File: src/rtl/peak_pkg.sv
// Shared types and widths for the window peak tracker and its comparator.
package peak_pkg;

  localparam int DW = 4;

  typedef enum logic [1:0] {
    IDLE = 2'd0,
    ACC  = 2'd1,
    HOLD = 2'd2
  } state_t;

endpackage

File: src/rtl/comparator.sv
// 4-bit unsigned magnitude comparator: exactly one of less/equal/greater is high.
module comparator
  import peak_pkg::*;
(
  input  logic [DW-1:0] a,
  input  logic [DW-1:0] b,
  output logic          less,
  output logic          equal,
  output logic          greater
);

  assign less    = (a < b);
  assign equal   = (a == b);
  assign greater = (a > b);

endmodule

File: src/rtl/window_peak_tracker.sv
// Tracks max, min and max-tie count over WINDOW accepted samples, then presents the
// result until it is taken downstream.
module window_peak_tracker
  import peak_pkg::*;
#(
  parameter int WINDOW = 8,
  parameter int TW     = $clog2(WINDOW + 1)
) (
  input  logic          clk,
  input  logic          reset,
  input  logic          clear,
  input  logic          in_valid,
  input  logic [DW-1:0] in_data,
  output logic          in_ready,
  output logic          res_valid,
  input  logic          res_ready,
  output logic [DW-1:0] res_max,
  output logic [DW-1:0] res_min,
  output logic [TW-1:0] res_ties,
  output logic          new_max,
  output logic          new_min
);

  // Handshakes: a transfer happens on a rising edge where valid && ready are both high.
  // Producers hold valid and data until the transfer; ready never depends on valid.
  localparam logic [7:0] CNT_LAST = 8'(WINDOW);

  state_t        state_q, state_d;
  logic [DW-1:0] max_q, max_d;
  logic [DW-1:0] min_q, min_d;
  logic [TW-1:0] ties_q, ties_d;
  logic [7:0]    cnt_q, cnt_d;
  logic          new_max_q, new_max_d;
  logic          new_min_q, new_min_d;

  logic max_lt, max_eq, max_gt;
  logic min_lt, min_eq, min_gt;
  logic accept;

  comparator u_max_cmp (
    .a       (in_data),
    .b       (max_q),
    .less    (max_lt),
    .equal   (max_eq),
    .greater (max_gt)
  );

  comparator u_min_cmp (
    .a       (in_data),
    .b       (min_q),
    .less    (min_lt),
    .equal   (min_eq),
    .greater (min_gt)
  );

  assign accept = in_valid && in_ready;

  always_comb begin
    state_d   = state_q;
    max_d     = max_q;
    min_d     = min_q;
    ties_d    = ties_q;
    cnt_d     = cnt_q;
    new_max_d = 1'b0;
    new_min_d = 1'b0;

    if (clear) begin
      state_d = IDLE;
      max_d   = '0;
      min_d   = '0;
      ties_d  = '0;
      cnt_d   = '0;
    end else begin
      case (state_q)
        IDLE: begin
          if (accept) begin
            max_d     = in_data;
            min_d     = in_data;
            ties_d    = TW'(1);
            cnt_d     = 8'd1;
            new_max_d = 1'b1;
            new_min_d = 1'b1;
            state_d   = (WINDOW == 1) ? HOLD : ACC;
          end
        end
        ACC: begin
          if (accept) begin
            case ({max_gt, max_eq, max_lt})
              3'b100: begin
                max_d     = in_data;
                ties_d    = TW'(1);
                new_max_d = 1'b1;
              end
              3'b010:  ties_d = (&ties_q) ? ties_q : ties_q + TW'(1);
              default: ;
            endcase
            case ({min_gt, min_eq, min_lt})
              3'b001: begin
                min_d     = in_data;
                new_min_d = 1'b1;
              end
              default: ;
            endcase
            cnt_d = cnt_q + 8'd1;
            if (cnt_d == CNT_LAST) state_d = HOLD;
          end
        end
        HOLD: begin
          if (res_ready) begin
            state_d = IDLE;
            max_d   = '0;
            min_d   = '0;
            ties_d  = '0;
            cnt_d   = '0;
          end
        end
        default: state_d = IDLE;
      endcase
    end
  end

  always_ff @(posedge clk or posedge reset) begin
    if (reset) begin
      state_q   <= IDLE;
      max_q     <= '0;
      min_q     <= '0;
      ties_q    <= '0;
      cnt_q     <= '0;
      new_max_q <= 1'b0;
      new_min_q <= 1'b0;
    end else begin
      state_q   <= state_d;
      max_q     <= max_d;
      min_q     <= min_d;
      ties_q    <= ties_d;
      cnt_q     <= cnt_d;
      new_max_q <= new_max_d;
      new_min_q <= new_min_d;
    end
  end

  assign in_ready  = (state_q != HOLD);
  assign res_valid = (state_q == HOLD);
  assign res_max   = max_q;
  assign res_min   = min_q;
  assign res_ties  = ties_q;
  assign new_max   = new_max_q;
  assign new_min   = new_min_q;

endmodule

File: config.mk
export PLATFORM = sky130hd
export DESIGN_NAME = window_peak_tracker
export DESIGN_NICKNAME = d
export VERILOG_FILES = /design/src/rtl/peak_pkg.sv /design/src/rtl/comparator.sv /design/src/rtl/window_peak_tracker.sv
export SDC_FILE = /design/constraint.sdc
export NUM_CORES = 1
export LEC_CHECK = 0
export ABC_AREA = 1
export BUFFER_PORTS_ARGS = -buffer_cell sky130_fd_sc_hd__buf_2
export CAP_MARGIN = 15
export CORE_MARGIN = 3
export CORE_UTILIZATION = 40
export CTS_CLUSTER_DIAMETER = 40
export DETAILED_ROUTE_END_ITERATION = 12
export PLACE_DENSITY_LB_ADDON = 0.25
export SETUP_SLACK_MARGIN = 0.4
export SLEW_MARGIN = 20
export SYNTH_ARGS = -nofsm -noshare
export SYNTH_HDL_FRONTEND = slang
export SYNTH_SLANG_ARGS = --single-unit
File: constraint.sdc
create_clock -name clk -period 2.85 [get_ports clk]
set_input_delay 0.57 -clock clk [delete_from_list [all_inputs] [get_ports clk]]
set_output_delay 0.57 -clock clk [all_outputs]
set_load 0.02 [all_outputs]
==> metrics.cfg <==
[global_route]
grt-ovfl-total=0
grt_first_pass_wirelength_um=5620
grt_pass1_vias=1241
grt_usage=0.138
antenna_found_initial=0
grt_max_degree=25

[setup_path]
crit_chain=inv_1, ha_1, inv_2, nand2_2, nand2_2, nand2_2, nand2_2, inv_2, nor2_8, o21ai_4, nand2_1, o21ai_1
crit_fanout=16
cpPeakStageDelay_ns=0.38
cp_top_family=simple AND/OR/NAND/NOR gates
worstSetupStartpointType=register
cp_data_required_time_ns=3.00
cp.arrival_ns=2.05
crit_slowest_cell=dfrtp_1
critPathMostFrequentCell=nand2_2
critical_path_class=reg -> reg
path_buf_inv=3
worst_setup_path_end_kind=register

[sta]
worst_slack_ns=0.942
setup_viol_count_final=0
max_freq_ghz=0.524
hold_viol_final=0
rsz0062_at_grt=no
worst_slew_margin_rel=0.369
drv_slew=0
fin_setup_tns_ns=0
tightest_slew_ns=0.945
finalCritPeriodShare=0.669
hold-worst-slack_ns=0.506
fin_crit_ns=1.91
fin_worst_skew_ns=0.00859

[layout]
fin_nets=260
syn2layout_area_growth_pct=13.2
layout-drive-gt1-share=0.246
multi_input_comb_area_um2=921
fin_cells=284
regArea_um2=601
fill_cells=396
antenna_cells=0
final_cell_mix=54 x nand2_1, 28 x inv_1, 24 x dfrtp_1, 24 x buf_2, 16 x nand3_1
final_common_cell=nand2_1

[clock_network]
cts_tree=yes
cts-root-buf=clkbuf_8
path_clk_slew_ns=0.09
numCtsBuffers=3
numClockSinks=24
post_cts_buffers=0
clock_latency_ns=0.27
clock_path_buffers=2
cts_resized=0
htreeDepth=1
cts_hold_buffers=0

[yosys]
synth-seq-cells=24
ys_warn_count=0
syn_area_um2=1670
synth_cell_type_count=28
ys_seq_area_frac=0.360
syn_nets=232
syn_inst=209
syn_area_per_cell_um2=7.98

[pwr]
peakVddDrop_mv=0.376
p_leak_nw=0.984
power_density_nw_per_um2=635

[drt]
ant_nets=0
first_iter_violations=54
viasPerCell=4.85
vias=1376
firstDrtPassIters=4
drc=0
finalWirelength_um=3310
wl_per_cell_um=11.7

[placed_design]
pre_cts_ws_ns=0.881
portBuffers=24
dp_hpwl_um=2590
gp_congestion=0.845
placedCellCount=280

[run]
drv_cap=0

[run_status]
status=finished, final reports clean

[die]
die-height_um=70.6
ioPinCount=25
fp.dieW_um=70.6
coreArea_um2=3830
rows=22
dieArea_um2=4980
start_util=0.436

[min_path]
hold_class=in -> async

[metrics by stage]
| step | total power (W) | instance area, um^2 | utilization |
|---|---|---|---|
| after floorplan | 0.000860 | 1670 | - |
| after global placement | 0.000972 | 1830 | 0.479 |
| after detailed placement | 0.000979 | 1830 | 0.479 |
| after CTS | 0.00122 | 1890 | 0.493 |
| after global routing | 0.00129 | 1890 | 0.493 |
| final | 0.00120 | 1890 | 0.493 |
[flip-flops by register name (all words and copies together) (netlist names)]
register,count
state_q,2
new_max,1
res_min,4
cnt_q,8
res_max,4
new_min,1
res_ties,4
[cell families after synthesis]
| logic type | share of synthesized area |
|---|---|
| flip-flops | 0.360 |
| AND/OR/NAND/NOR | 0.328 |
| adder cells (fa/ha/maj) | 0.105 |
| buffers and inverters | 0.0878 |
| XOR/XNOR | 0.00525 |
| AO/OA/AOI/OAI | 0.114 |
[layer usage]
| metal | vias to the layer above | part of all wire | global-route usage |
|---|---|---|---|
| met2 | 22 | 0.44 | 0.199 |
| li1 | 727 | - | - |
| met4 | 0 | 0.021 | 0.0459 |
| met5 | - | 0 | 0 |
| met1 | 621 | 0.50 | 0.198 |
| met3 | 6 | 0.045 | 0.0426 |
[cell type report]
| cell class | count | share of cell area |
|---|---|---|
| sequential | 24 | 0.318 |
| timing repair buffer | 24 | 0.0636 |
| multi-input combinational | 150 | 0.488 |
| inverter | 34 | 0.0696 |
| tap | 48 | 0.0318 |
| clock buffer | 4 | 0.0292 |
[Yosys cell counts]
cell | count | area share
inv_4 | 1 | 0.0038
a21boi_1 | 1 | 0.0045
xor2_1 | 1 | 0.0053
nor2_2 | 3 | 0.011
o21ai_2 | 3 | 0.016
o21ai_1 | 12 | 0.036
nand3_1 | 16 | 0.048
a21oi_1 | 6 | 0.018
nor3_1 | 2 | 0.0060
nand2_2 | 6 | 0.023
nor2_8 | 3 | 0.036
nor2_1 | 9 | 0.020
dfrtp_1 | 24 | 0.36
nand4_1 | 3 | 0.011
o21ai_0 | 3 | 0.0090
o22ai_1 | 2 | 0.0075
clkinv_2 | 1 | 0.0030
buf_8 | 1 | 0.0090
nor2_4 | 1 | 0.0068
ha_1 | 14 | 0.11
o21ai_4 | 1 | 0.0098
nand2_1 | 54 | 0.12
o211ai_1 | 1 | 0.0045
o21bai_1 | 2 | 0.0090
nand3_2 | 4 | 0.024
inv_1 | 28 | 0.063
inv_2 | 4 | 0.0090
nand2_4 | 3 | 0.020
[final timing paths]
kind | slack, ns | cells after the start | endpoint | start
max | 0.94 | 12 | res_max[1] | state_q[0]
min | 0.51 | 2 | cnt_q[0] | reset
max in group asynchronous | 1.77 | 2 | cnt_q[3] | reset
min reg2reg | 0.52 | 2 | res_max[3] | res_max[3]
max reg2reg | 0.94 | 12 | res_max[1] | state_q[0]
min in group clk | 0.52 | 2 | res_max[3] | res_max[3]
[power by group]
group	total, W	internal [W]	switching (W)
clock	0.000229	0.000123	0.000105
combinational	0.000529	0.000170	0.000358
sequential	0.000442	0.000396	0.0000461
No activity file was read; power rests on OpenSTA's default activity.
